$ cat config.mk
export PLATFORM = sky130hd
export DESIGN_NAME = reaction_timer_flat
export DESIGN_NICKNAME = d
export VERILOG_FILES = /design/src/rtl/reaction_pkg.sv /design/src/rtl/reaction_timer_if.sv /design/src/rtl/bcd_counter.sv /design/src/rtl/reaction_timer.sv /design/src/flat_wrapper.sv
export SDC_FILE = /design/constraint.sdc
export NUM_CORES = 1
export LEC_CHECK = 0
export ABC_AREA = 1
export CORE_MARGIN = 2
export CORE_UTILIZATION = 30
export DETAILED_ROUTE_END_ITERATION = 12
export GPL_TIMING_DRIVEN = 0
export PLACE_DENSITY = 0.6
export SLEW_MARGIN = 30
export SYNTH_ARGS = -nofsm -noshare
export SYNTH_HDL_FRONTEND = slang
export SYNTH_SLANG_ARGS = --single-unit
$ cat constraint.sdc
create_clock -name clk -period 1.9 [get_ports clk]
set_clock_uncertainty 0.1 [all_clocks]
set_input_delay 0.38 -clock clk [delete_from_list [all_inputs] [get_ports clk]]
set_output_delay 0.38 -clock clk [all_outputs]
set_load 0.01 [all_outputs]
$ cat src/rtl/reaction_pkg.sv
// Shared types and constants for the lights-out reaction timer.
// Optional feature macro used by this slice: REACTION_BEST_TIME_EN.
package reaction_pkg;

    // Largest supported result width in BCD digits.
    localparam int unsigned MaxDigits = 6;

    typedef enum logic [2:0] {
        StIdle,
        StArmed,
        StCounting,
        StDone,
        StFault,
        StTout
    } state_e;

    typedef logic [3:0] bcd_digit_t;

    // All-9s pattern for the low num_digits digits; callers slice the width they need.
    function automatic logic [4*MaxDigits-1:0] all_nines(input int unsigned num_digits);
        logic [4*MaxDigits-1:0] v;
        v = '0;
        for (int unsigned i = 0; i < MaxDigits; i++) begin
            if (i < num_digits) begin
                v[4*i +: 4] = 4'd9;
            end
        end
        return v;
    endfunction

endpackage

$ cat src/rtl/reaction_timer_if.sv
// Signal bundle between the light sequencer / display path (master) and the
// reaction timer (slave). best_bcd exists only when REACTION_BEST_TIME_EN is defined.
interface reaction_timer_if #(
    parameter int unsigned NUM_DIGITS = 4
);
    logic                      tick;
    logic                      arm;
    logic                      lights_out;
    logic                      button;
    logic                      ack;
    logic [4*NUM_DIGITS-1:0]   bcd;
    logic                      result_valid;
    logic                      jump_start;
    logic                      timeout;
    logic                      busy;
`ifdef REACTION_BEST_TIME_EN
    logic [4*NUM_DIGITS-1:0]   best_bcd;
`endif

    modport master (
`ifdef REACTION_BEST_TIME_EN
        input  best_bcd,
`endif
        output tick, arm, lights_out, button, ack,
        input  bcd, result_valid, jump_start, timeout, busy
    );

    modport slave (
`ifdef REACTION_BEST_TIME_EN
        output best_bcd,
`endif
        input  tick, arm, lights_out, button, ack,
        output bcd, result_valid, jump_start, timeout, busy
    );

endinterface

$ cat src/rtl/bcd_counter.sv
// Multi-digit BCD up-counter that saturates at all-9s instead of wrapping.
module bcd_counter
    import reaction_pkg::*;
#(
    parameter int unsigned NUM_DIGITS = 4
) (
    input  logic                    clk,
    input  logic                    rst,
    input  logic                    clr,
    input  logic                    en,
    output logic [4*NUM_DIGITS-1:0] count,
    output logic                    at_max
);

    localparam int unsigned W = 4 * NUM_DIGITS;
    localparam logic [4*MaxDigits-1:0] NinesAll = all_nines(NUM_DIGITS);
    localparam logic [W-1:0] Nines = NinesAll[W-1:0];

    logic [W-1:0] count_q;
    logic [W-1:0] count_inc;
    logic         carry;
    bcd_digit_t   digit;

    assign at_max = (count_q == Nines);
    assign count  = count_q;

    // Ripple a +1 through the digits; a 9 wraps to 0 and passes the carry up.
    always_comb begin
        count_inc = count_q;
        carry     = 1'b1;
        digit     = '0;
        for (int unsigned i = 0; i < NUM_DIGITS; i++) begin
            digit = count_q[4*i +: 4];
            if (carry) begin
                if (digit == 4'd9) begin
                    count_inc[4*i +: 4] = 4'd0;
                end else begin
                    count_inc[4*i +: 4] = digit + 4'd1;
                    carry               = 1'b0;
                end
            end
        end
    end

    // Count register: clear wins over enable; increments stop at all-9s.
    always_ff @(posedge clk) begin
        if (rst) begin
            count_q <= '0;
        end else if (clr) begin
            count_q <= '0;
        end else if (en && !at_max) begin
            count_q <= count_inc;
        end
    end

endmodule

$ cat src/rtl/reaction_timer.sv
// Reaction timer: arms on a sequence start, counts 1 ms ticks from lights-out to
// the button press and reports a BCD result, a jump start or a timeout.
// Optional best-time tracking is enabled by defining REACTION_BEST_TIME_EN.
module reaction_timer
    import reaction_pkg::*;
#(
    parameter int unsigned NUM_DIGITS = 4
) (
    input  logic             clk,
    input  logic             rst,
    reaction_timer_if.slave  bus
);

    localparam int unsigned W = 4 * NUM_DIGITS;

    state_e       state_q, state_d;
    logic         button_q;
    logic         press;
    logic         cnt_clr, cnt_en, at_max;
    logic [W-1:0] count;
    logic         result_valid_q, jump_start_q, timeout_q, busy_q;

    // Rising edge only; button_q resets high so a button held through reset is not a press.
    assign press = bus.button & ~button_q;

    bcd_counter #(
        .NUM_DIGITS (NUM_DIGITS)
    ) u_counter (
        .clk    (clk),
        .rst    (rst),
        .clr    (cnt_clr),
        .en     (cnt_en),
        .count  (count),
        .at_max (at_max)
    );

    // Next-state and counter control; press has priority over lights_out and tick.
    always_comb begin
        state_d = state_q;
        cnt_clr = 1'b0;
        cnt_en  = 1'b0;
        unique case (state_q)
            StIdle: begin
                if (bus.arm) begin
                    state_d = StArmed;
                    cnt_clr = 1'b1;
                end
            end
            StArmed: begin
                if (press) begin
                    state_d = StFault;
                end else if (bus.lights_out) begin
                    state_d = StCounting;
                end
            end
            StCounting: begin
                if (press) begin
                    state_d = StDone;
                end else if (bus.tick) begin
                    if (at_max) begin
                        state_d = StTout;
                    end else begin
                        cnt_en = 1'b1;
                    end
                end
            end
            StDone, StFault, StTout: begin
                // arm doubles as an implicit ack and wins over ack
                if (bus.arm) begin
                    state_d = StArmed;
                    cnt_clr = 1'b1;
                end else if (bus.ack) begin
                    state_d = StIdle;
                end
            end
            default: state_d = StIdle;
        endcase
    end

    // State, edge-detect history and registered flags decoded from the next state.
    always_ff @(posedge clk) begin
        if (rst) begin
            state_q        <= StIdle;
            button_q       <= 1'b1;
            result_valid_q <= 1'b0;
            jump_start_q   <= 1'b0;
            timeout_q      <= 1'b0;
            busy_q         <= 1'b0;
        end else begin
            state_q        <= state_d;
            button_q       <= bus.button;
            result_valid_q <= (state_d == StDone);
            jump_start_q   <= (state_d == StFault);
            timeout_q      <= (state_d == StTout);
            busy_q         <= (state_d == StArmed) || (state_d == StCounting);
        end
    end

    assign bus.bcd          = count;
    assign bus.result_valid = result_valid_q;
    assign bus.jump_start   = jump_start_q;
    assign bus.timeout      = timeout_q;
    assign bus.busy         = busy_q;

`ifdef REACTION_BEST_TIME_EN
    localparam logic [4*MaxDigits-1:0] NinesAll = all_nines(NUM_DIGITS);
    localparam logic [W-1:0] Nines = NinesAll[W-1:0];

    logic [W-1:0] best_q;

    // Numeric a < b, deciding on the most significant differing digit.
    function automatic logic bcd_less(input logic [W-1:0] a, input logic [W-1:0] b);
        logic less;
        logic decided;
        less    = 1'b0;
        decided = 1'b0;
        for (int i = int'(NUM_DIGITS) - 1; i >= 0; i--) begin
            if (!decided) begin
                if (a[4*i +: 4] < b[4*i +: 4]) begin
                    less    = 1'b1;
                    decided = 1'b1;
                end else if (a[4*i +: 4] > b[4*i +: 4]) begin
                    decided = 1'b1;
                end
            end
        end
        return less;
    endfunction

    // Best time updates only on the transition into DONE; the count is frozen that cycle.
    always_ff @(posedge clk) begin
        if (rst) begin
            best_q <= Nines;
        end else if (state_q == StCounting && press && bcd_less(count, best_q)) begin
            best_q <= count;
        end
    end

    assign bus.best_bcd = best_q;
`endif

endmodule

$ cat src/flat_wrapper.sv
// flat-port wrapper written by rule: the top's interface ports become plain ports
module reaction_timer_flat import reaction_pkg::*;
#(
    parameter int unsigned NUM_DIGITS = 4
)
  (clk, rst, bus_tick, bus_arm, bus_lights_out, bus_button, bus_ack, bus_bcd, bus_result_valid, bus_jump_start, bus_timeout, bus_busy);
  reaction_timer_if #(.NUM_DIGITS(NUM_DIGITS)) bus_i ();
  input  logic clk;
  input  logic rst;
  input wire logic [$bits(bus_i.tick)-1:0] bus_tick;
  input wire logic [$bits(bus_i.arm)-1:0] bus_arm;
  input wire logic [$bits(bus_i.lights_out)-1:0] bus_lights_out;
  input wire logic [$bits(bus_i.button)-1:0] bus_button;
  input wire logic [$bits(bus_i.ack)-1:0] bus_ack;
  output wire logic [$bits(bus_i.bcd)-1:0] bus_bcd;
  output wire logic [$bits(bus_i.result_valid)-1:0] bus_result_valid;
  output wire logic [$bits(bus_i.jump_start)-1:0] bus_jump_start;
  output wire logic [$bits(bus_i.timeout)-1:0] bus_timeout;
  output wire logic [$bits(bus_i.busy)-1:0] bus_busy;
  assign bus_i.tick = bus_tick;
  assign bus_i.arm = bus_arm;
  assign bus_i.lights_out = bus_lights_out;
  assign bus_i.button = bus_button;
  assign bus_i.ack = bus_ack;
  assign bus_bcd = bus_i.bcd;
  assign bus_result_valid = bus_i.result_valid;
  assign bus_jump_start = bus_i.jump_start;
  assign bus_timeout = bus_i.timeout;
  assign bus_busy = bus_i.busy;
  reaction_timer #(.NUM_DIGITS(NUM_DIGITS)) u_core (.clk(clk), .rst(rst), .bus(bus_i));
endmodule
# [Word-level counts from Yosys, hierarchy flattened]
# Index checks and enable logic that the tools add are counted.
[word_totals] input_bits=7 latch_bits=0 output_inout_bits=20 elab_cells=65 mem_bits_ro=0 reg_bits=24 mem_bits_rw=0 n_memories=0
[op_classes] n_addsub=4 n_eq_ne=15 magnitude_cmp=0 mux=24 multipliers=0 div=0 n_reduce_logical=10 shifts=0 bitwise=2
[op_table] operator="$mux W3" n=8
[op_table] operator="$add A4 B1 Y4 const B" n=4
[op_table] operator="$eq A16 B16 Y1 const B" n=1
[op_table] operator="$eq A4 B4 Y1 const B" n=4
[op_table] operator="$mux W4" n=4
[op_table] operator="$eq A3 B2 Y1 const B" n=4
[op_table] operator="$eq A3 B3 Y1 const B" n=4
[op_table] operator="$pmux W3 S4" n=1
[op_table] operator="$mux W1" n=11
[op_table] operator="$eq A3 B1 Y1 const B" n=2
[op_table] operator="$reduce_and A2 Y1" n=3
[op_table] operator="$reduce_or A4 Y1" n=1
[op_table] operator="$logic_not A3 Y1" n=1
[op_table] operator="$reduce_or A3 Y1" n=1
[op_table] operator="$reduce_or A2 Y1" n=1
[op_table] operator="$and A1 B1 Y1" n=1
[op_table] operator="$logic_and A1 B1 Y1" n=1
[op_table] operator="$logic_not A1 Y1" n=1
[op_table] operator="$logic_or A1 B1 Y1" n=1
[op_table] operator="$not A1 Y1" n=1

# [Logic depth before layout (Yosys ltp)]
# Gate-level depths: netlist of the first run.
[depth] ltp_word=7 mapped_depth=12 mapped_depth_nobuf=12

# [Cells and area by module]
# A second synthesis of the first run with hierarchy kept.
[unflattened] hier_cells=213 hier_area_um2=1446.4
[modules_own_cells] mod="bcd_counter" cells_each=144 n_inst=1 area_per_inst_um2=978.4
[modules_own_cells] mod="reaction_timer" cells_each=69 n_inst=1 area_per_inst_um2=467.9

# [Least setup slack after synthesis of the first run]
# OpenSTA, ideal clock, no wires.
[synth_timing] kind="register to register" from="register u_core.u_counter.count_q[11], in the netlist u_core.u_counter.count[11]" to="register u_core.u_counter.count_q[10], in the netlist u_core.u_counter.count[10]" setup_ns=0.134 n_path_buf=0 setup_slack_ns=0.378 arrival_ns=1.289 stages_incl_launch_ff=12 path_cell_list="dfxtp_1 > inv_1 > nor2_1 > nand2_2 > nor2_2 > nand3_2 > nand2_4 > inv_4 > nand2_4 > inv_1 > nand3_1 > a21oi_1"
[synth_between] elab_chain_len=7 word_cells_on_any_way=10 classes_between="eq/ne: 2; mux: 5; reduce/logical: 3"
[synth_lines] item="start, declared" line_no="bcd_counter.sv:19" rtl="logic [W-1:0] count_q;"
[synth_lines] item="start signal, assigned" line_no="bcd_counter.sv:52" rtl="count_q <= count_inc;"
[synth_lines] item="$eq A16 B16 Y1" line_no="bcd_counter.sv:24" rtl="assign at_max = (count_q == Nines);"
[synth_lines] item="$mux W1" line_no="reaction_timer.sv:60" rtl="if (at_max) begin"
[synth_lines] item="$mux W1" line_no="reaction_timer.sv:59" rtl="end else if (bus.tick) begin"
[synth_lines] item="$mux W1" line_no="reaction_timer.sv:57" rtl="if (press) begin"
[synth_lines] item="$mux W1" line_no="reaction_timer.sv:42" rtl="unique case (state_q)"
[synth_lines] item="$logic_and A1 B1 Y1" line_no="bcd_counter.sv:51" rtl="end else if (en && !at_max) begin"
[synth_lines] item="$reduce_and A2 Y1 (no line)"
# Parallel ways exist; a longest one is shown, timed or not.
# A chain may end at the register's enable or synchronous reset.

# [Worst setup path after layout of the first run]
[layout_timing] from="register u_core.u_counter.count_q[4], in the netlist u_core.u_counter.count[4]" to="output bus_bcd[4]"
[layout_lines] item="end, declared" line_no="flat_wrapper.sv:15" rtl="output wire logic [$bits(bus_i.bcd)-1:0] bus_bcd;"
# No word-level cell between the ends.

==> results of run 1 <==
==> metal layers <==
metal / wire length (um) / track usage [%]
met1: 1340 / 15.3
met2: 1120 / 16.9
met3: 93 / 1.45
met4: 41 / 5.01
met5: 0 / 0
==> flip-flops by register name, summed over array words and instances, names as in the netlist <==
name	flops
u_core.bus.jump_start	1
u_core.bus.timeout	1
u_core.bus.busy	1
u_core.bus.result_valid	1
u_core.button_q	1
u_core.state_q	3
u_core.u_counter.count	16
==> kinds of logic after synthesis <==
group | share of synthesized area, %
xor+xnor | 2.72
flops | 37.3
simple gates | 37.1
buf+inv | 10.7
compound gates | 12.1
==> placed cells by master (no fill, tap or decap), types with 6 or more instances in the layout <==
master and n:
sky130_fd_sc_hd__nand2_1 41, sky130_fd_sc_hd__inv_1 26, sky130_fd_sc_hd__clkdlybuf4s50_1 26, sky130_fd_sc_hd__dfxtp_1 24
sky130_fd_sc_hd__nor2_1 22, sky130_fd_sc_hd__a21oi_1 17, sky130_fd_sc_hd__nand3_1 11, sky130_fd_sc_hd__nor2_2 6
sky130_fd_sc_hd__nand2_2 6, sky130_fd_sc_hd__o21ai_0 6
==> final timing paths <==
kind	to	slack (ns)	cells past startpoint
worst max register to register	u_core.u_counter.count[10]	0.26	11
worst min-delay path	u_core.u_counter.count[15]	0.41	2
worst max-delay path	bus_bcd[4]	0.11	1
worst min register to register	u_core.u_counter.count[15]	0.41	2
==> layout make-up <==
type | instances | area (um2) | area share [%]
Multi-Input combinational cell | 131 | 669 | 40.5
Sequential cell | 24 | 480 | 29.1
Timing Repair Buffer | 26 | 260 | 15.8
Inverter | 32 | 123 | 7.42
Tap cell | 50 | 62.6 | 3.79
Clock buffer | 3 | 41.3 | 2.50
Buffer | 2 | 15.0 | 0.909
==> power groups by stage <==
stage | Clock, mW | Sequential [mW] | Combinational (mW)
after floorplan | 0 | 0.525 | 0.0410
after global placement | 0 | 0.524 | 0.0713
after detailed placement | 0 | 0.524 | 0.0725
after CTS | 0.309 | 0.512 | 0.0729
after global routing | 0.329 | 0.512 | 0.0816
final | 0.298 | 0.512 | 0.0720
==> metrics by stage <==
step                worst slack, ns  utilization [%]
floorplan                     0.378                -
global placement             -0.144             39.7
detailed placement           -0.161             39.7
CTS                           0.107             40.7
global route                 0.0347             40.7
finish                        0.113             40.7
==> parameters.txt, run 1 <==
Parameter                              Value

Power and ir drop
  Clk network pwr share ... 33.8%
  Power Density ... 534 nW/um2
  Share of power burned in registers ... 58.0%
  Cell internal power dissipation ... 681 uW
  Largest voltage drop on the vdd net ... about 0.00025 V
  P_sw ... 201 uW
  Final Total Pwr ... around 900 uW
  Combinational share of power ... 8.2%
  Leakage dissipation ... 0.673 nW
  Proportion of total power due to net switching ... 22.8%

Global route
  Initial antenna violation count ... 0
  Largest net degree at the start of global routing ... 13
  Number of global-route vias before repair ... between 1000 and 1500
  Global-route usage over all layers ... 11.0%
  Wire length of the first global-routing pass ... roughly 4500 um
  Overflow left after global routing ... 0

Worst setup path
  Total buffers and inverters traversed by the critical path ... 1
  Critical path peak fanout ... 7
  Worst Path Class, Setup ... reg2out
  CP arrival ... 1.31 ns
  Slowest stage delay, CP ... slightly below 0.6 ns
  Type of element capturing the critical path ... output pin
  Required @ worst endpoint ... 1.42 ns
  Critical Path Start ... u_core.u_counter.count[4]
  CP startpoint kind ... register
  Critical path's slowest cell ... sky130_fd_sc_hd__clkdlybuf4s50_1
  Startpoint of the lowest-slack register-to-register path ... u_core.u_counter.count[11]
  Critical path cell sequence ... clkdlybuf4s50_1
  Top delay family on crit path ... buffers and inverters

Outcome
  Outcome ... complete, no violations

Synthesis
  Most frequent cells after synthesis ... 41 x sky130_fd_sc_hd__nand2_1, 26 x sky130_fd_sc_hd__inv_1, 24 x sky130_fd_sc_hd__dfxtp_1, 22 x sky130_fd_sc_hd__nor2_1, 17 x sky130_fd_sc_hd__a21oi_1
  Register area share after synthesis ... roughly 37%
  Cell type contributing the most total cell area after synthesis ... sky130_fd_sc_hd__dfxtp_1
  Net count after synthesis ... 196
  Synthesized area per cell ... 6.81 um2
  Count of distinct cell types in the synthesized netlist ... 24
  Area of the mapped netlist ... 1290 um2
  Number of flip-flops and latches in the synthesized netlist ... 24
  Post-synth EDFFs ... 0
  Cells after synthesis ... 189
  Count of warnings emitted by yosys ... 0
  Top-count cell post-synth ... sky130_fd_sc_hd__nand2_1
  Share of the synthesized area in the top cell type ... 37.3%
  Post-synth top flop ... sky130_fd_sc_hd__dfxtp_1
  FFs w/ async S/R, synth ... 0%
  Ranking of synthesized cells by area ... sky130_fd_sc_hd__dfxtp_1 37%, sky130_fd_sc_hd__nand2_1 12%, sky130_fd_sc_hd__inv_1 7.6%

Placement
  Port buffer count ... 26
  Area after DPL ... 1610 um2
  Cells after DPL ... 265
  Final weighted congestion in routability-driven placement ... 0.762
  DPL Wire Length ... about 2000 um

Layout
  Layout overhead on the synthesized area ... 28.3%
  Diode insertion count for antenna repair ... 0
  Final standard cell area without fillers ... 1650 um2
  Share of layout cells above drive strength 1 ... 14.7%
  Non-filler cells in the finished layout ... 268
  Filler Cells Inserted ... 428
  Final nets ... around 230

CTS
  Clock insertion delay at the later pin of the skew report ... between 0.2 and 0.3 ns
  Clock Path Buffers ... 2
  Clock tree root buffer cell ... sky130_fd_sc_hd__clkbuf_8
  Number of sinks on the clock net ... 24
  PostCTS Resize Cnt ... 0
  Clock tree from TritonCTS ... built
  Count of buffers added by post-CTS timing repair for setup ... 0
  TritonCTS buffer count ... 3
  Number of buffers added to fix hold violations after cts ... 0
  Clock slew seen by the registers of the worst setup and hold paths ... 0.08 ns
  Depth of the CTS H-tree ... 1

Floorplan
  Row Count ... 23
  Total die area ... 4830 um2
  Die Wd ... 69.5 um
  # IOs ... 27
  Core region area ... 4060 um2
  Starting density of the core ... 31.7%
  Die Y-Extent ... 69.5 um

Timing
  Final setup violation count ... 0
  Final Slew Violations ... 0
  Tightest Pin Transition ... around 0.5 ns
  Unrepaired setup endpoints after global routing ... no
  Peak clock frequency supported by timing ... 0.560 GHz
  Fin Hold WS ... 0.411 ns
  Final period utilization ... a little over nine tenths
  Number of failing hold endpoints at the final stage ... 0
  Time the final worst path needs with I/O delays and setup ... 1.79 ns
  Worst slew margin relative to its limit ... 66.0%
  Final TNS setup ... 0 ns

Drt
  Total routed wirelength ... 2600 um
  Detail-routed net length per standard cell ... 9.69 um
  Via density per instance ... 4.46
  Antenna viol nets, final ... 0
  Initial drt markers ... 87
  Post-route DRC violation count ... 0
  Router iterations before antenna repair ... 4
  Total via count after detailed routing ... 1196

Worst hold path
  Type of the worst min-delay path ... reg2reg
  Startpoint of the tightest hold check path ... u_core.u_counter.count[15]

Flow run
  Max-cap violations ... 0
Note: power is estimated with default switching activity, not from simulation.
==> run 2, diff against run 1 <==
--- a/config.mk
+++ b/config.mk
@@ -11,6 +11,7 @@
 export DETAILED_ROUTE_END_ITERATION = 12
 export GPL_TIMING_DRIVEN = 0
 export PLACE_DENSITY = 0.6
+export RECOVER_POWER = 100
 export SLEW_MARGIN = 30
 export SYNTH_ARGS = -nofsm -noshare
 export SYNTH_HDL_FRONTEND = slang
==> parameters.txt, run 2 (same netlist as run 1, synthesis figures left out) <==
Parameter                              Value

Outcome
  Outcome ... complete, no violations (unchanged)

Global route
  Largest net degree at the start of global routing ... 13 (unchanged)
  Met1 GRT Util ... 15.3% (unchanged)
  Global-route usage over all layers ... 11.0% (unchanged)
  Wire length of the first global-routing pass ... 4450 um (unchanged)
  Met2 routing resource usage after global routing ... 16.9% (unchanged)
  Initial antenna violation count ... 0 (unchanged)
  Met3 track demand over resource ... 1.45% (unchanged)
  Number of global-route vias before repair ... 1061 (unchanged)
  Busiest layer in global routing ... met2 (unchanged)
  Overflow left after global routing ... 0 (unchanged)

Drt
  Via density per instance ... 4.44 (was 4.46)
  Initial drt markers ... 87 (unchanged)
  Router iterations before antenna repair ... 4 (unchanged)
  Detail-routed net length per standard cell ... 9.75 um (was 9.69 um)
  Antenna viol nets, final ... 0 (unchanged)
  Post-route DRC violation count ... 0 (unchanged)
  Total routed wirelength ... 2610 um (was 2600 um)
  Total via count after detailed routing ... 1189 (was 1196)

Layout
  Share of layout cells above drive strength 1 ... 13.3% (was 14.7%)
  Final nets ... 227 (unchanged)
  Most frequent cells in the layout ... 42 x sky130_fd_sc_hd__nand2_1, 26 x sky130_fd_sc_hd__inv_1, 24 x sky130_fd_sc_hd__dfxtp_1 (was 41 x sky130_fd_sc_hd__nand2_1, 26 x sky130_fd_sc_hd__inv_1, 26 x sky130_fd_sc_hd__clkdlybuf4s50_1)
  Most common cell after layout, fill and taps aside ... sky130_fd_sc_hd__nand2_1 (unchanged)
  Diode insertion count for antenna repair ... 0 (unchanged)
  Layout overhead on the synthesized area ... 27.6% (was 28.3%)
  Number of flip-flops under the largest register name ... 16 (unchanged)
  Final standard cell area without fillers ... 1640 um2 (was 1650 um2)

Worst setup path
  Flop-to-flop setup slack ... 0.24 ns (was 0.26 ns)
  Critical R2R Capture ... u_core.u_counter.count[10] (unchanged)
  CP arrival ... 1.32 ns (was 1.31 ns)
  Critical path peak fanout ... 6 (was 7)
  Slowest stage delay, CP ... 0.63 ns (was 0.59 ns)
  CP startpoint kind ... register (unchanged)
  Top delay family on crit path ... buffers and inverters (unchanged)
  Worst Path Class, Setup ... reg2out (unchanged)
  Depth of the worst register-to-register path ... 11 (unchanged)
  Critical path cell sequence ... dlygate4sd3_1 (was clkdlybuf4s50_1)
  Critical path's slowest cell ... sky130_fd_sc_hd__dlygate4sd3_1 (was sky130_fd_sc_hd__clkdlybuf4s50_1)
  Required @ worst endpoint ... 1.42 ns (about the same)
  Critical Path Start ... u_core.u_counter.count[10] (was u_core.u_counter.count[4])
  Total buffers and inverters traversed by the critical path ... 1 (unchanged)
  Startpoint of the lowest-slack register-to-register path ... u_core.u_counter.count[11] (unchanged)
  Type of element capturing the critical path ... output pin (unchanged)

Timing
  Time the final worst path needs with I/O delays and setup ... 1.80 ns (was 1.79 ns)
  Final Slew Violations ... 0 (unchanged)
  Peak clock frequency supported by timing ... 0.557 GHz (was 0.560 GHz)
  Number of failing hold endpoints at the final stage ... 0 (unchanged)
  Post-layout worst setup margin ... 0.105 ns (was 0.113 ns)
  Final period utilization ... 94.5% (was 94.1%)
  Final setup violation count ... 0 (unchanged)
  Worst slew margin relative to its limit ... 66.0% (about the same)
  Tightest Pin Transition ... 0.510 ns (was 0.509 ns)
  Unrepaired setup endpoints after global routing ... no (unchanged)

CTS
  Clock insertion delay at the later pin of the skew report ... 0.26 ns (about the same)
  TritonCTS buffer count ... 3 (unchanged)
  Clock tree from TritonCTS ... built (unchanged)
  Clock Path Buffers ... 2 (unchanged)
  Depth of the CTS H-tree ... 1 (unchanged)
  Number of sinks on the clock net ... 24 (unchanged)
  Number of buffers added to fix hold violations after cts ... 0 (unchanged)
  Clock slew seen by the registers of the worst setup and hold paths ... 0.08 ns (about the same)
  Count of buffers added by post-CTS timing repair for setup ... 0 (unchanged)
  Clock tree root buffer cell ... sky130_fd_sc_hd__clkbuf_8 (unchanged)
  PostCTS Resize Cnt ... 0 (unchanged)

Floorplan
  Die Wd ... 69.5 um (unchanged)
  Die Y-Extent ... 69.5 um (unchanged)
  # IOs ... 27 (unchanged)
  Starting density of the core ... 31.7% (unchanged)
  Core region area ... 4060 um2 (unchanged)
  Row Count ... 23 (unchanged)
  Total die area ... 4830 um2 (unchanged)

Placement
  DPL Wire Length ... 2010 um (unchanged)
  Pre-CTS WS ... -0.161 ns (unchanged)
  Area after DPL ... 1610 um2 (unchanged)
  Final weighted congestion in routability-driven placement ... 0.762 (unchanged)
  Port buffer count ... 26 (unchanged)

Worst hold path
  Startpoint of the tightest hold check path ... u_core.u_counter.count[15] (unchanged)
  Worst Hold Path EP ... u_core.u_counter.count[15] (unchanged)
  Hold Path Stages ... 2 (unchanged)
  Type of the worst min-delay path ... reg2reg (unchanged)

Flow run
  Max-cap violations ... 0 (unchanged)

Power and ir drop
  Leakage dissipation ... 0.736 nW (was 0.673 nW)
  Power Density ... 535 nW/um2 (was 534 nW/um2)
  Final Total Pwr ... 879 uW (was 882 uW)
  Largest voltage drop on the vdd net ... 0.000251 V (about the same)
[run 2: tightest hold or removal path, stage by stage (launching register included)]
cell                      delay, ns
sky130_fd_sc_hd__dfxtp_1       0.34
sky130_fd_sc_hd__nand2_1       0.07
sky130_fd_sc_hd__a21oi_1       0.06
[run 2: metrics by stage]
stage          cells  TNS [ns]  util, %  hold slack [ns]
2_1_floorplan    189         0        -            0.349
3_3_place_gp     265     -1.71     39.7            0.397
3_5_place_dp     265     -1.98     39.7            0.403
4_1_cts          268         0     40.7            0.416
5_1_grt          268         0     40.5            0.443
6_report         268         0     40.5            0.408
[run 2: layout make-up]
class                   instances  area [um2]
clock buffers                   3        41.3
plain buffers                   2        15.0
repair buffers                 26         260
well taps                      50        62.6
multi-input cells             131         661
inverters                      32         123
fillers                       431        2410
flip-flops and latches         24         480
[run 2: layer usage]
metal	part of all wire, %	routed length [um]	vias up
met2	43	1120	18
met5	0	0	-
met1	53	1380	522
met4	1.6	41	0
met3	2.9	75	5
li1	-	-	644
[run 2: worst max-delay path by stage]
| stage | depth (start not counted) | to | slack, ns |
|---|---|---|---|
| final | 1 | bus_bcd[10] | 0.10 |
| after global placement | 12 | u_core.u_counter.count[10] | -0.14 |
| after detailed placement | 11 | u_core.u_counter.count[5] | -0.16 |
| after CTS | 1 | bus_bcd[4] | 0.11 |
| after global routing | 10 | u_core.u_counter.count[6] | 0.04 |
| after floorplan | 11 | u_core.u_counter.count[10] | 0.38 |
[run 2: power by group]
group / total [mW] / switching (mW) / leakage [nW] / internal (mW)
clock: 0.298 / 0.156 / 0.0216 / 0.142
combinational: 0.0698 / 0.0407 / 0.521 / 0.0291
sequential: 0.512 / 0.00289 / 0.194 / 0.509
==> run 3, diff against run 2 <==
--- a/config.mk
+++ b/config.mk
@@ -7,10 +7,10 @@
 export LEC_CHECK = 0
 export ABC_AREA = 1
 export CORE_MARGIN = 2
-export CORE_UTILIZATION = 30
+export CORE_UTILIZATION = 40
 export DETAILED_ROUTE_END_ITERATION = 12
 export GPL_TIMING_DRIVEN = 0
-export PLACE_DENSITY = 0.6
+export PLACE_DENSITY = 0.73
 export RECOVER_POWER = 100
 export SLEW_MARGIN = 30
 export SYNTH_ARGS = -nofsm -noshare
==> parameters.txt, run 3 (same netlist as run 1, synthesis figures left out) <==
Parameter                              Value

Timing
  Final TNS setup ... 0 ns (unchanged)
  Time the final worst path needs with I/O delays and setup ... 1.81 ns (was 1.80 ns)
  Peak clock frequency supported by timing ... 0.552 GHz (was 0.557 GHz)
  Final setup violation count ... 0 (unchanged)
  Worst slew margin relative to its limit ... 68.0% (was 66.0%)
  Tightest Pin Transition ... 0.480 ns (was 0.510 ns)
  Post-layout worst setup margin ... 0.0892 ns (was 0.105 ns)
  Unrepaired setup endpoints after global routing ... no (unchanged)
  Number of failing hold endpoints at the final stage ... 0 (unchanged)
  Final Slew Violations ... 0 (unchanged)
  Final period utilization ... 95.3% (was 94.5%)

Global route
  Global-route usage over all layers ... 14.4% (was 11.0%)
  Wire length of the first global-routing pass ... 4080 um (was 4450 um)
  Number of global-route vias before repair ... 989 (was 1061)
  Overflow left after global routing ... 0 (unchanged)
  Initial antenna violation count ... 0 (unchanged)
  Largest net degree at the start of global routing ... 14 (was 13)

Worst setup path
  Type of element capturing the critical path ... output pin (unchanged)
  Critical path cell sequence ... dlygate4sd3_1 (unchanged)
  Top delay family on crit path ... buffers and inverters (unchanged)
  Total buffers and inverters traversed by the critical path ... 1 (unchanged)
  Worst Path Class, Setup ... reg2out (unchanged)
  Required @ worst endpoint ... 1.42 ns (about the same)
  Critical path's slowest cell ... sky130_fd_sc_hd__dlygate4sd3_1 (unchanged)
  CP startpoint kind ... register (unchanged)
  Slowest stage delay, CP ... 0.62 ns (was 0.63 ns)
  CP arrival ... 1.33 ns (was 1.32 ns)
  Critical path peak fanout ... 4 (was 6)

Power and ir drop
  Power Density ... 520 nW/um2 (was 535 nW/um2)
  Leakage dissipation ... 0.704 nW (was 0.736 nW)
  Largest voltage drop on the vdd net ... 0.000400 V (was 0.000251 V)

Placement
  Pre-CTS WS ... -0.135 ns (was -0.161 ns)
  DPL Wire Length ... 1870 um (was 2010 um)
  Area after DPL ... 1600 um2 (was 1610 um2)
  Port buffer count ... 26 (unchanged)
  Final weighted congestion in routability-driven placement ... 0.808 (was 0.762)

Layout
  Filler Cells Inserted ... 320 (was 431)
  Layout overhead on the synthesized area ... 26.8% (was 27.6%)
  Final standard cell area without fillers ... 1630 um2 (was 1640 um2)
  Number of flip-flops under the largest register name ... 16 (unchanged)
  Final nets ... 227 (unchanged)
  Most common cell after layout, fill and taps aside ... sky130_fd_sc_hd__nand2_1 (unchanged)
  Share of layout cells above drive strength 1 ... 13.7% (was 13.3%)
  Most frequent cells in the layout ... 42 x sky130_fd_sc_hd__nand2_1, 27 x sky130_fd_sc_hd__inv_1, 24 x sky130_fd_sc_hd__nor2_1 (was 42 x sky130_fd_sc_hd__nand2_1, 26 x sky130_fd_sc_hd__inv_1, 24 x sky130_fd_sc_hd__dfxtp_1)
  Diode insertion count for antenna repair ... 0 (unchanged)

Drt
  Initial drt markers ... 75 (was 87)
  Total via count after detailed routing ... 1170 (was 1189)
  Antenna viol nets, final ... 0 (unchanged)
  Post-route DRC violation count ... 0 (unchanged)
  Total routed wirelength ... 2380 um (was 2610 um)
  Via density per instance ... 4.45 (was 4.44)
  Router iterations before antenna repair ... 5 (was 4)
  Detail-routed net length per standard cell ... 9.06 um (was 9.75 um)

CTS
  Clock tree root buffer cell ... sky130_fd_sc_hd__clkbuf_4 (was sky130_fd_sc_hd__clkbuf_8)
  Clock slew seen by the registers of the worst setup and hold paths ... 0.13 ns (was 0.08 ns)
  Number of sinks on the clock net ... 24 (unchanged)
  Number of buffers added to fix hold violations after cts ... 0 (unchanged)
  Clock insertion delay at the later pin of the skew report ... 0.31 ns (was 0.26 ns)
  Clock Path Buffers ... 2 (unchanged)
  TritonCTS buffer count ... 3 (unchanged)
  Clock tree from TritonCTS ... built (unchanged)
  Depth of the CTS H-tree ... 1 (unchanged)
  Count of buffers added by post-CTS timing repair for setup ... 0 (unchanged)

Floorplan
  Starting density of the core ... 42.2% (was 31.7%)
  Die Wd ... 60.7 um (was 69.5 um)
  # IOs ... 27 (unchanged)
  Die Y-Extent ... 60.7 um (was 69.5 um)
  Core region area ... 3050 um2 (was 4060 um2)
  Row Count ... 20 (was 23)
  Total die area ... 3690 um2 (was 4830 um2)

Flow run
  Max-cap violations ... 0 (unchanged)

Outcome
  Outcome ... complete, no violations (unchanged)

Worst hold path
  Type of the worst min-delay path ... reg2reg (unchanged)
[run 3: final timing paths]
path / startpoint / to / slack [ns] / cells past startpoint
setup / recovery: u_core.u_counter.count[0] / bus_bcd[0] / 0.09 / 1
hold / removal: u_core.u_counter.count[12] / u_core.u_counter.count[12] / 0.41 / 2
hold reg to reg: u_core.u_counter.count[12] / u_core.u_counter.count[12] / 0.41 / 2
setup reg to reg: u_core.u_counter.count[8] / u_core.u_counter.count[10] / 0.22 / 11
[run 3: cell type report]
class / instances / area, um2 / share of cell area [%]
Buffer: 2 / 15.0 / 0.920
Clock buffer: 4 / 36.3 / 2.22
Inverter: 32 / 123 / 7.51
Multi-Input combinational cell: 131 / 662 / 40.5
Sequential cell: 24 / 482 / 29.5
Tap cell: 44 / 55.1 / 3.37
Timing Repair Buffer: 26 / 260 / 15.9
[run 3: where the power goes]
part | switching, mW | internal (mW)
Sequential | 0.00291 | 0.509
Clock | 0.151 | 0.117
Combinational | 0.0397 | 0.0289
Total | 0.194 | 0.655
[run 3: per-stage QoR]
| step | hold WS (ns) | util, % | cells | total power [mW] |
|---|---|---|---|---|
| 6_report | 0.406 | 53.5 | 263 | 0.849 |
| 5_1_grt | 0.428 | 53.5 | 263 | 0.891 |
| 4_1_cts | 0.408 | 53.7 | 263 | 0.865 |
| 3_5_place_dp | 0.389 | 52.5 | 259 | 0.595 |
| 3_3_place_gp | 0.387 | 52.5 | 259 | 0.594 |
| 2_1_floorplan | 0.349 | - | 189 | 0.566 |
[run 3: what timing repair did]
item,4_1_cts,5_1_grt
gates resized for setup,0,1
endpoints found under the hold margin,0,0
setup endpoints to repair,0,1
[run 3: worst reg2reg max path: cells and delay by family, from the launching register on]
family / cells / cell delay (ns)
buffers and inverters: 3 / 0.22
AOI/OAI and AO/OA: 1 / 0.06
DFF: 1 / 0.39
and+or+nand+nor: 7 / 0.79
[run 3: metal layers]
metal / wire length [um] / share of wire (%) / up-vias / global-route usage, %
li1: - / - / 644 / -
met1: 1250 / 52 / 509 / 21.0
met2: 1060 / 44 / 15 / 21.5
met3: 52 / 2.2 / 2 / 1.28
met4: 27 / 1.1 / 0 / 6.52
met5: 0 / 0 / - / 0
==> RTL edit (config.mk and constraints of run 2) <==
Encoding of `state_e`: now one-hot (6 bits for 6 states).
--- a/src/rtl/reaction_pkg.sv
+++ b/src/rtl/reaction_pkg.sv
@@ -5,13 +5,13 @@
     // Largest supported result width in BCD digits.
     localparam int unsigned MaxDigits = 6;
 
-    typedef enum logic [2:0] {
-        StIdle,
-        StArmed,
-        StCounting,
-        StDone,
-        StFault,
-        StTout
+    typedef enum logic [5:0] {
+        StIdle     = 6'b000001,
+        StArmed    = 6'b000010,
+        StCounting = 6'b000100,
+        StDone     = 6'b001000,
+        StFault    = 6'b010000,
+        StTout     = 6'b100000
     } state_e;
 
     typedef logic [3:0] bcd_digit_t;
Behaviour: same outputs for any inputs over 10 cycles, from zero or initial values and one cycle with rst high; not proved beyond that.
==> RTL edit against run 2 <==
Total power increased by 20%. Die area increased by 29%. Area after synthesis increased by 31%. Routed wire length increased by 44%. Sequential cell count increased by 3. Final area increased by 24%. Combinational power increased by 78%. Utilization decreased by 3.2 points. Non-clock buffer count increased by 2. Worst setup slack got worse by 19 ps. Hold slack improved by 8.4 ps. Critical path type unchanged. Largest power group unchanged.
==> RTL edit: results (changes against run 2) <==
| Metric | Value |
|---|---|
| Worst reg-to-reg path cell count | 9 (-2) |
| Sequential share of the synthesized area | 32.1% (-5.2 points) |
| Worst relative slew slack | 70.0% (+3.9 points) |
| #MultiIn Comb | 181 (+38%) |
| Sw Ratio | 27.1% (+4.3 points) |
| Number of synthesized register bits | 27 (+13%) |
| RR Startpoint | u_core.state_q[3] |
| Placement Setup Slack | -17.9 ps (+143 ps) |
| Final std cells w/o fill | 348 (+30%) |
| Synth top area cells | dfxtp_1 32%, nand2_1 14%, nand4_1 7.8% |
| Synth top cells by count | 61 x nand2_1, 28 x nor2_1, 27 x dfxtp_1, 27 x inv_1, 21 x nand4_1 |
| Worst Path Max Fanout | 5 (-1) |
| Share of cells above drive strength 1 | 15.2% (+1.9 points) |
| Met2 GRT Util | 22.1% (+5.3 points) |
| Fraction of area in multi-input gates | 46.3% (+6.0 points) |
| Detailed-route wire length | 3.75 mm (+44%) |
| Via density | 4.72 (+6.4%) |
| Clock network share of area | 2.27% (-0.25 points) |
| Hold Path Origin | u_core.u_counter.count[1] |
| P_leak | 0.000819 uW (+11%) |
| Clock net power | 344 uW (+15%) |
| Syn nets | 253 (+29%) |
| Layout area overhead | 21.3% |
| Clock power frac | 32.5% (-1.4 points) |
| Largest net degree at the start of global routing | 16 (+3) |
| Status | finished clean |
| Dpl cells | 344 (+30%) |
| Sequential share of cell area | 26.5% (-2.7 points) |
| Maximum VDD drop | 0.313 mV (+25%) |
| Worst-path clk slew | 100 ps (+20 ps) |
| Vias in the first global route | 1,506 (+42%) |
| Routed wire length on met3 | 138 um (+84%) |
| Worst reg-to-reg setup slack | 140 ps (-100 ps) |
## RTL edit: changes by cell type after synthesis, moves of 2 or more
cell     before  now
a21oi_2       2    8
buf_6         1    3
dfxtp_1      24   27
inv_2         5    7
nand2_1      41   61
nand2_2       6    4
nand4_1       0   21
nor2_1       22   28
nor2_8        0    2
nor3_1        2    0
o21ai_0       6   10
xor2_1        4    1
## RTL edit: worst max path at each step
stage | cells past startpoint | end | startpoint
after detailed placement | 7 | u_core.u_counter.count[8] | bus_button
after floorplan | 9 | u_core.bus.busy | u_core.u_counter.count[0]
after CTS | 1 | bus_bcd[5] | u_core.u_counter.count[5]
final | 1 | bus_bcd[4] | u_core.u_counter.count[4]
after global routing | 9 | u_core.u_counter.count[8] | u_core.state_q[3]
after global placement | 7 | u_core.u_counter.count[10] | bus_button
## RTL edit: cells by family after synthesis
kind of cell / count (synthesis) / share of synthesized area [%]
simple gates: 145 / 45.4
flops: 27 / 32.1
compound gates: 35 / 12.2
xor+xnor: 1 / 0.521
buf+inv: 38 / 9.81
